<file path="config.mk">
export PLATFORM = sky130hd
export DESIGN_NAME = queue_ctrl_flat
export DESIGN_NICKNAME = d
export VERILOG_FILES = /design/src/rtl/queue_ctrl_if.sv /design/src/rtl/queue_ctrl.sv /design/src/flat_wrapper.sv
export SDC_FILE = /design/constraint.sdc
export NUM_CORES = 1
export LEC_CHECK = 0
export ABC_AREA = 1
export CORE_MARGIN = 2
export CORE_UTILIZATION = 41
export CTS_CLUSTER_DIAMETER = 120
export DETAILED_ROUTE_END_ITERATION = 6
export PLACE_DENSITY = 0.75
export SYNTH_ARGS = -nofsm -noshare
export SYNTH_HDL_FRONTEND = slang
export SYNTH_SLANG_ARGS = --single-unit
export TNS_END_PERCENT = 50
</file>
<file path="constraint.sdc">
create_clock -name clk100 -period 2.05 [get_ports clk100]
set_clock_uncertainty 0.15 [all_clocks]
set_input_delay 0.3075 -clock clk100 [delete_from_list [all_inputs] [get_ports clk100]]
set_output_delay 0.3075 -clock clk100 [all_outputs]
set_load 0.01 [all_outputs]
</file>
<file path="src/rtl/queue_ctrl_if.sv">
// ============================================================================
// Module      : queue_ctrl_if
// Description : Requester, pop and RegFile signals of the circular-buffer
//               queue sequencer. drop_cnt exists only with QUEUE_CTRL_STAT_EN.
// Revision    : 1.0 - initial release
// ============================================================================
`default_nettype none

interface queue_ctrl_if #(
  parameter int QL = 3,
  parameter int QW = 4
);
  logic [1:0]    push_req;
  logic [QW-1:0] push_data0;
  logic [QW-1:0] push_data1;
  logic [1:0]    push_gnt;
  logic          pop_req;
  logic          pop_valid;
  logic [QW-1:0] pop_data;
  logic          flush;
  logic          rf_we;
  logic [QL-1:0] rf_wa;
  logic [QW-1:0] rf_wd;
  logic [QL-1:0] rf_ra;
  logic [QW-1:0] rf_rd;
  logic [QL-1:0] head;
  logic [QL-1:0] tail;
  logic [QL:0]   count;
  logic          empty;
  logic          full;
`ifdef QUEUE_CTRL_STAT_EN
  logic [7:0]    drop_cnt;
`endif

  modport slave (
    input  push_req, push_data0, push_data1, pop_req, flush, rf_rd,
    output push_gnt, pop_valid, pop_data, rf_we, rf_wa, rf_wd, rf_ra,
           head, tail, count, empty, full
`ifdef QUEUE_CTRL_STAT_EN
    , output drop_cnt
`endif
  );

  modport master (
    output push_req, push_data0, push_data1, pop_req, flush, rf_rd,
    input  push_gnt, pop_valid, pop_data, rf_we, rf_wa, rf_wd, rf_ra,
           head, tail, count, empty, full
`ifdef QUEUE_CTRL_STAT_EN
    , input drop_cnt
`endif
  );
endinterface

`default_nettype wire

</file>
<file path="src/rtl/queue_ctrl.sv">
// ============================================================================
// Module      : queue_ctrl
// Description : Round-robin two-requester push / single pop sequencer for a
//               RegFile-backed circular queue. Optional drop counter when
//               QUEUE_CTRL_STAT_EN is defined.
// Revision    : 1.0 - initial release
// ============================================================================
`default_nettype none

module queue_ctrl #(
  parameter int QL = 3,
  parameter int QW = 4
) (
  input  wire logic   clk100,
  input  wire logic   rst_n,
  queue_ctrl_if.slave bus
);

  localparam logic [1:0] S_IDLE  = 2'd0;
  localparam logic [1:0] S_RUN   = 2'd1;
  localparam logic [1:0] S_FLUSH = 2'd2;
  localparam logic [QL:0] c_PTR_ONE = (QL+1)'(1);

  logic [1:0]    r_state;
  logic [1:0]    w_next_state;
  logic [QL:0]   r_head;
  logic [QL:0]   r_tail;
  logic          r_rr_last;
  logic          r_pop_valid;
  logic [QW-1:0] r_pop_data;
  logic [1:0]    w_gnt;
  logic          w_pop;
  logic          w_empty;
  logic          w_full;
  logic          w_flush_entry;

  // Wrap bit distinguishes full from empty when the slot indices coincide.
  assign w_empty       = (r_head == r_tail);
  assign w_full        = (r_head[QL-1:0] == r_tail[QL-1:0]) && (r_head[QL] != r_tail[QL]);
  assign w_flush_entry = (r_state == S_RUN) && bus.flush;

  always_ff @(posedge clk100 or negedge rst_n) begin
    if (!rst_n) r_state <= S_IDLE;
    else        r_state <= w_next_state;
  end

  always_comb begin
    w_next_state = r_state;
    case (r_state)
      S_IDLE:  w_next_state = S_RUN;
      S_RUN:   w_next_state = bus.flush ? S_FLUSH : S_RUN;
      S_FLUSH: w_next_state = S_RUN;
      default: w_next_state = S_IDLE;
    endcase
  end

  always_comb begin
    w_gnt = 2'b00;
    w_pop = 1'b0;
    if ((r_state == S_RUN) && !bus.flush) begin
      if (!w_full) begin
        case (bus.push_req)
          2'b01:   w_gnt = 2'b01;
          2'b10:   w_gnt = 2'b10;
          2'b11:   w_gnt = r_rr_last ? 2'b01 : 2'b10;
          default: w_gnt = 2'b00;
        endcase
      end
      w_pop = bus.pop_req && !w_empty;
    end
  end

  always_ff @(posedge clk100 or negedge rst_n) begin
    if (!rst_n) begin
      r_head      <= '0;
      r_tail      <= '0;
      r_rr_last   <= 1'b1;
      r_pop_valid <= 1'b0;
      r_pop_data  <= '0;
    end else begin
      r_pop_valid <= w_pop;
      if (w_pop) r_pop_data <= bus.rf_rd;
      if (w_flush_entry) begin
        r_head <= '0;
        r_tail <= '0;
      end else begin
        if (|w_gnt) begin
          r_head    <= r_head + c_PTR_ONE;
          r_rr_last <= w_gnt[1];
        end
        if (w_pop) r_tail <= r_tail + c_PTR_ONE;
      end
    end
  end

  assign bus.push_gnt  = w_gnt;
  assign bus.rf_we     = |w_gnt;
  assign bus.rf_wa     = r_head[QL-1:0];
  assign bus.rf_wd     = w_gnt[1] ? bus.push_data1 : (w_gnt[0] ? bus.push_data0 : '0);
  assign bus.rf_ra     = r_tail[QL-1:0];
  assign bus.head      = r_head[QL-1:0];
  assign bus.tail      = r_tail[QL-1:0];
  assign bus.count     = r_head - r_tail;
  assign bus.empty     = w_empty;
  assign bus.full      = w_full;
  assign bus.pop_valid = r_pop_valid;
  assign bus.pop_data  = r_pop_data;

`ifdef QUEUE_CTRL_STAT_EN
  logic [7:0] r_drop_cnt;

  always_ff @(posedge clk100 or negedge rst_n) begin
    if (!rst_n) begin
      r_drop_cnt <= '0;
    end else if (w_flush_entry) begin
      r_drop_cnt <= '0;
    end else if ((r_state == S_RUN) && w_full && (bus.push_req != 2'b00)
                 && (r_drop_cnt != 8'hFF)) begin
      r_drop_cnt <= r_drop_cnt + 8'd1;
    end
  end

  assign bus.drop_cnt = r_drop_cnt;
`endif

endmodule

`default_nettype wire

</file>
<file path="src/flat_wrapper.sv">
// flat-port wrapper written by rule: the top's interface ports become plain ports
module queue_ctrl_flat 
#(
  parameter int QL = 3,
  parameter int QW = 4
)
  (clk100, rst_n, bus_push_req, bus_push_data0, bus_push_data1, bus_pop_req, bus_flush, bus_rf_rd, bus_push_gnt, bus_pop_valid, bus_pop_data, bus_rf_we, bus_rf_wa, bus_rf_wd, bus_rf_ra, bus_head, bus_tail, bus_count, bus_empty, bus_full);
  queue_ctrl_if #(.QL(QL), .QW(QW)) bus_i ();
  input  wire logic clk100;
  input  wire logic rst_n;
  input wire logic [$bits(bus_i.push_req)-1:0] bus_push_req;
  input wire logic [$bits(bus_i.push_data0)-1:0] bus_push_data0;
  input wire logic [$bits(bus_i.push_data1)-1:0] bus_push_data1;
  input wire logic [$bits(bus_i.pop_req)-1:0] bus_pop_req;
  input wire logic [$bits(bus_i.flush)-1:0] bus_flush;
  input wire logic [$bits(bus_i.rf_rd)-1:0] bus_rf_rd;
  output wire logic [$bits(bus_i.push_gnt)-1:0] bus_push_gnt;
  output wire logic [$bits(bus_i.pop_valid)-1:0] bus_pop_valid;
  output wire logic [$bits(bus_i.pop_data)-1:0] bus_pop_data;
  output wire logic [$bits(bus_i.rf_we)-1:0] bus_rf_we;
  output wire logic [$bits(bus_i.rf_wa)-1:0] bus_rf_wa;
  output wire logic [$bits(bus_i.rf_wd)-1:0] bus_rf_wd;
  output wire logic [$bits(bus_i.rf_ra)-1:0] bus_rf_ra;
  output wire logic [$bits(bus_i.head)-1:0] bus_head;
  output wire logic [$bits(bus_i.tail)-1:0] bus_tail;
  output wire logic [$bits(bus_i.count)-1:0] bus_count;
  output wire logic [$bits(bus_i.empty)-1:0] bus_empty;
  output wire logic [$bits(bus_i.full)-1:0] bus_full;
  assign bus_i.push_req = bus_push_req;
  assign bus_i.push_data0 = bus_push_data0;
  assign bus_i.push_data1 = bus_push_data1;
  assign bus_i.pop_req = bus_pop_req;
  assign bus_i.flush = bus_flush;
  assign bus_i.rf_rd = bus_rf_rd;
  assign bus_push_gnt = bus_i.push_gnt;
  assign bus_pop_valid = bus_i.pop_valid;
  assign bus_pop_data = bus_i.pop_data;
  assign bus_rf_we = bus_i.rf_we;
  assign bus_rf_wa = bus_i.rf_wa;
  assign bus_rf_wd = bus_i.rf_wd;
  assign bus_rf_ra = bus_i.rf_ra;
  assign bus_head = bus_i.head;
  assign bus_tail = bus_i.tail;
  assign bus_count = bus_i.count;
  assign bus_empty = bus_i.empty;
  assign bus_full = bus_i.full;
  queue_ctrl #(.QL(QL), .QW(QW)) u_core (.clk100(clk100), .rst_n(rst_n), .bus(bus_i));
endmodule
</file>
# After elaboration in Yosys (flattened, before gate mapping)
# Cells that the tools add are included.
[classes] add_sub_neg=3 multipliers=0 div_mod_pow=0 order_cmp=0 eq_ne=8 n_shift=0 n_mux=13 bitwise_logic=1 n_reduce_logical=12
[ops] cell="$mux 4" count=6
[ops] cell="$add 4x1->4 const B" count=2
[ops] cell="$mux 2" count=4
[ops] cell="$eq 2x2->1 const B" count=3
[ops] cell="$pmux 2 s3" count=1
[ops] cell="$eq 2x1->1 const B" count=2
[ops] cell="$eq 4x4->1" count=1
[ops] cell="$logic_and 1x1->1" count=4
[ops] cell="$pmux 2 s2" count=1
[ops] cell="$reduce_bool 2->1" count=2
[ops] cell="$reduce_or 2->1" count=2
[ops] cell="$sub 4x4->4" count=1
[ops] cell="$eq 3x3->1" count=1
[ops] cell="$logic_not 1->1" count=2
[ops] cell="$logic_not 2->1" count=1
[ops] cell="$reduce_and 2->1" count=1
[ops] cell="$mux 1" count=1
[ops] cell="$ne 1x1->1" count=1
[ops] cell="$not 1->1" count=1
[word_totals] regBits=16 latchBits=0 ram_bits=0 mem_bits_ro=0 inputBits=18 output_inout_bits=30 n_memories=0

# Depth between registers and ports, before layout
[logic_depth] ltp_word=7 mapped_depth=10 mapped_depth_nobuf=10

# Worst setup path before layout
# No wires, ideal clock.
[synth_path] path_type="reg-to-output" start="register u_core.r_head[0]" end="output bus_rf_wd[0]" t_arrival_ns=1.387 required_time_ns=1.592 slack_ns=0.206 stages_incl_launch_ff=10 path_buffers=0 cell_sequence="dfrtp_1 inv_1 ha_1 inv_1 nor2_4 nand2_4 nand3_2 inv_2 nand2_1 nand2_1"
[synth_via] elab_chain_len=6
[synth_rtl] element="from (decl)" line="queue_ctrl.sv:26" text="logic [QL:0] r_head;"
[synth_rtl] element="from (signal assigned)" line="queue_ctrl.sv:88" text="r_head <= r_head + c_PTR_ONE;"
[synth_rtl] element="$eq 3x3->1" line="queue_ctrl.sv:39" text="assign w_full = (r_head[QL-1:0] == r_tail[QL-1:0]) && (r_head[QL] != r_tail[QL]);"
[synth_rtl] element="$logic_and 1x1->1" line="queue_ctrl.sv:39"
[synth_rtl] element="$mux 2" line="queue_ctrl.sv:61" text="if (!w_full) begin"
[synth_rtl] element="$mux 2" line="queue_ctrl.sv:60" text="if ((r_state == S_RUN) && !bus.flush) begin"
[synth_rtl] element="named net bus_push_gnt[0]" line="flat_wrapper.sv:17" text="output wire logic [$bits(bus_i.push_gnt)-1:0] bus_push_gnt;"
[synth_rtl] element="$mux 4 (2 in series)" line="queue_ctrl.sv:99" text="assign bus.rf_wd = w_gnt[1] ? bus.push_data1 : (w_gnt[0] ? bus.push_data0 : '0);"
[synth_rtl] element="to (decl)" line="flat_wrapper.sv:22" text="output wire logic [$bits(bus_i.rf_wd)-1:0] bus_rf_wd;"
# The timed path passes the listed nets, and every way through them passes these cells.

# Final worst setup path
[layout_path] start="register u_core.r_head[2]" end="output bus_rf_wd[0]"
[layout_via] elab_chain_len=6
[layout_rtl] element="$eq 3x3->1 *" line="queue_ctrl.sv:39"
[layout_rtl] element="$logic_and 1x1->1 *" line="queue_ctrl.sv:39"
[layout_rtl] element="$mux 2 *" line="queue_ctrl.sv:61"
[layout_rtl] element="$mux 2 *" line="queue_ctrl.sv:60"
[layout_rtl] element="$mux 4" line="queue_ctrl.sv:99"
[layout_rtl] element="$mux 4 *" line="queue_ctrl.sv:99"
# Every way passes the cells marked *; elsewhere a longest branch is shown, timed or not.

==> summary.txt <==
Place
  – Port Buffers: 47
  – Final GP Congestion: 0.819
  – Pre-CTS setup slack: -0.459 ns
  – Dpl cells: roughly 210
  – Dpl hpwl: 2230 um

Critical path
  – CP endpoint kind: output port
  – Worst EP required: 1.59 ns
  – Crit Path Category: reg -> out
  – Critical Path Max Stage Delay: 0.43 ns
  – Crit-path cells: ha_4, nand2_4, nor2_4, nand2_4, nand3_4, inv_4, nand2_1, nand2_1, buf_2
  – Worst Setup Start Kind: register
  – Critical Path Fanout Max: 5
  – Crit path DAT: approximately 1.7 ns
  – Crit-path slowest cell: dfrtp_1

Layout
  – Register area: ~400 um2
  – Finished Layout Cells: 226
  – Net count, final: roughly 220
  – Layout cells sized above 1: 0.362
  – Area of the multi-input gates: 567 um2
  – Fillcell total: roughly 200
  – Antenna diodes: 0
  – Area growth syn-to-layout: 62.1%

Die
  – Placement Rows: 18
  – DIE AREA: slightly above 3000 um2
  – Ports: 48
  – Chip Height: between 50 and 60 um
  – Initial core utilization: 0.433
  – Die W: 55.2 um
  – Core ar.: roughly 2500 um2

Clock network
  – Maximum root-to-sink buffer count: 2
  – Clk sinks: 16
  – CTS tree: done
  – Skew-Pair Late Insertion Delay: 0.29 ns
  – CTS buffer count: 3
  – Hold bufs inserted after CTS: 0
  – CTS root buf: clkbuf_4
  – Htree depth: 1
  – Clock transition at path regs: 0.10 ns

Detailed routing
  – Avg WL per Cell: around 13 um
  – Vias: between 1000 and 1500
  – Drt total wl: 2930 um
  – First drt pass iteration count: 4
  – Initial drt markers: 5
  – Final ANT Viol Nets: 0
  – Residual DRC: 0
  – Vias/cell: 4.64

STA
  – Minimum clock period after layout: 2.15 ns
  – Worst Tran Pin Value: 0.402 ns
  – Setup slack after layout: -0.103 ns
  – Share of the clock period used by the worst path: 1.05
  – Final Hold Viols: 0
  – RSZ-0062 raised after global routing: yes
  – Final setup TNS: -0.667 ns
  – Final setup fails: 10
  – WHS: about 0.18 ns
  – Top achievable clock speed: 465 MHz
  – Max Slew Vio Count: 0
  – Slew HR: 0.731

Power and ir drop
  – Clock share of power: 0.096
  – Logic pwr share: 0.678
  – Leak pwr: around 0.94 nW
  – Sw Pwr: 913 uW
  – Power Density: 1270 nW/um2
  – Peak supply drop: 858 uV
  – Flop pwr share: 0.226
  – Switching fraction of total power: 0.412
  – Internal: 1.30 mW

Worst hold path
  – HP Class: in -> async

Run status
  – Outcome: finished, violations left
  – Failing checks: setup timing

Global routing
  – Wire length of the first global-routing pass: 4260 um
  – Antenna violations before repair: 0
  – Met1 usage: 0.220
  – Largest net degree at the start of global routing: 17
  – GR Layer Usage met2: 0.371
  – Gr usage total: 0.199
  – Vias in the first global route: 989
  – M3 GR Usage: 0.0645
  – Busiest grt layer: met2
  – Grt ovf: 0

Job
  – Max-Cap Viols: 0

Synthesis
  – Syn nets: 156
  – Ys Warns: 0
  – Seq/Total Area, Yosys: 0.374
  – Syn avg cell area: 8.13 um2
  – Gate count after technology mapping: approximately 130
  – Synth cell types: 24
  – Synth Cell Area: 1070 um2
  – Seq cells post-synth: 16
kinds of logic after synthesis:
kind of cell,synth area share
AND/OR/NAND/NOR,0.300
buffers and inverters,0.156
AO/OA/AOI/OAI,0.0443
adder cells (fa/ha/maj),0.0769
flip-flops,0.374
XOR/XNOR,0.0490
routing by layer:
layer | vias up | wire length (um)
met4 | 0 | 57
met2 | 28 | 1600
met1 | 486 | 1120
li1 | 528 | -
met5 | - | 0
met3 | 7 | 155
Yosys cell counts, drive strengths merged:
master  instances  area share
ha              5       0.058
buf            12       0.084
a21boi          1      0.0070
nand3          13       0.086
o21ai           4       0.019
nand2          44        0.18
fa              1       0.019
dfrtp          15        0.35
inv            20       0.072
a21oi           1      0.0047
o211ai          1      0.0070
nor2            7       0.031
xor2            5       0.041
a211oi          1      0.0070
xnor2           1      0.0082
dfstp           1       0.024
metrics by stage:
step                      utilization  instance area, um2  power [mW]
final                           0.703                1740        2.21
after global placement          0.651                1610        1.86
after CTS                       0.666                1650        2.09
after floorplan                     -                1070        1.22
after detailed placement        0.651                1610        1.91
after global routing            0.703                1740        2.38
sequential cells by signal, summed over array words and instances (netlist names):
register	flops
u_core.bus.pop_valid	1
u_core.r_rr_last	1
u_core.r_state	2
u_core.r_head	4
u_core.bus.pop_data	4
u_core.r_tail	4
power by group through the flow:
stage	clock [mW]	combinational [mW]	sequential, mW
after detailed placement	0	1.42	0.499
after CTS	0.220	1.37	0.496
after global placement	0	1.36	0.496
final	0.212	1.50	0.501
after global routing	0.235	1.63	0.517
after floorplan	0	0.681	0.534
area by class of cell:
type / count / area share
Clock buffer: 4 / 0.0208
Inverter: 20 / 0.0474
Multi-Input combinational cell: 84 / 0.326
Sequential cell: 16 / 0.231
Tap cell: 30 / 0.0216
Timing Repair Buffer: 72 / 0.354
timing repair:
item                       CTS  global route
setup buffers                3             6
setup endpoints to repair   13            12
pin swaps                    7             9
resized for setup           55            15
cell usage in the layout (no fill, tap or decap), types with 2 or more instances in the layout:
master           synthesis  final
nand3_2                  3      2
ha_4                     0      3
buf_6                    0      4
nand2_4                  2      3
ha_1                     5      2
inv_2                    3      5
buf_2                    0      9
nand2_2                  6      7
inv_1                   16     12
nor2_1                   6      5
dfrtp_1                 15     15
o21ai_1                  3      3
nand3_4                  1      2
xor2_1                   5      5
nand3_1                  9      9
clkbuf_4                 0      3
nand2_1                 36     34
clkdlybuf4s50_1          0     34
inv_4                    1      3
buf_4                   12     24
worst paths after layout:
check	end	start	cells past startpoint	slack, ns
worst max-delay path	bus_rf_wd[0]	u_core.r_head[2]	9	-0.10
worst min-delay path	u_core.r_tail[1]	rst_n	2	0.18
worst max register to register	u_core.r_tail[3]	u_core.r_head[2]	11	0.12
worst min register to register	u_core.bus.pop_data[0]	u_core.bus.pop_data[0]	2	0.33
max in group asynchronous	u_core.r_rr_last	rst_n	2	1.33
min in group clk100	u_core.bus.pop_data[0]	u_core.bus.pop_data[0]	2	0.33
worst max-delay path, delay by kind of cell, from the launching register on:
kind / cells / cell delay, ns
adder cells (fa/ha/maj): 1 / 0.30
buffers and inverters: 2 / 0.19
flip-flops: 1 / 0.43
AND/OR/NAND/NOR: 6 / 0.47
(Power assumes the default switching activity.)
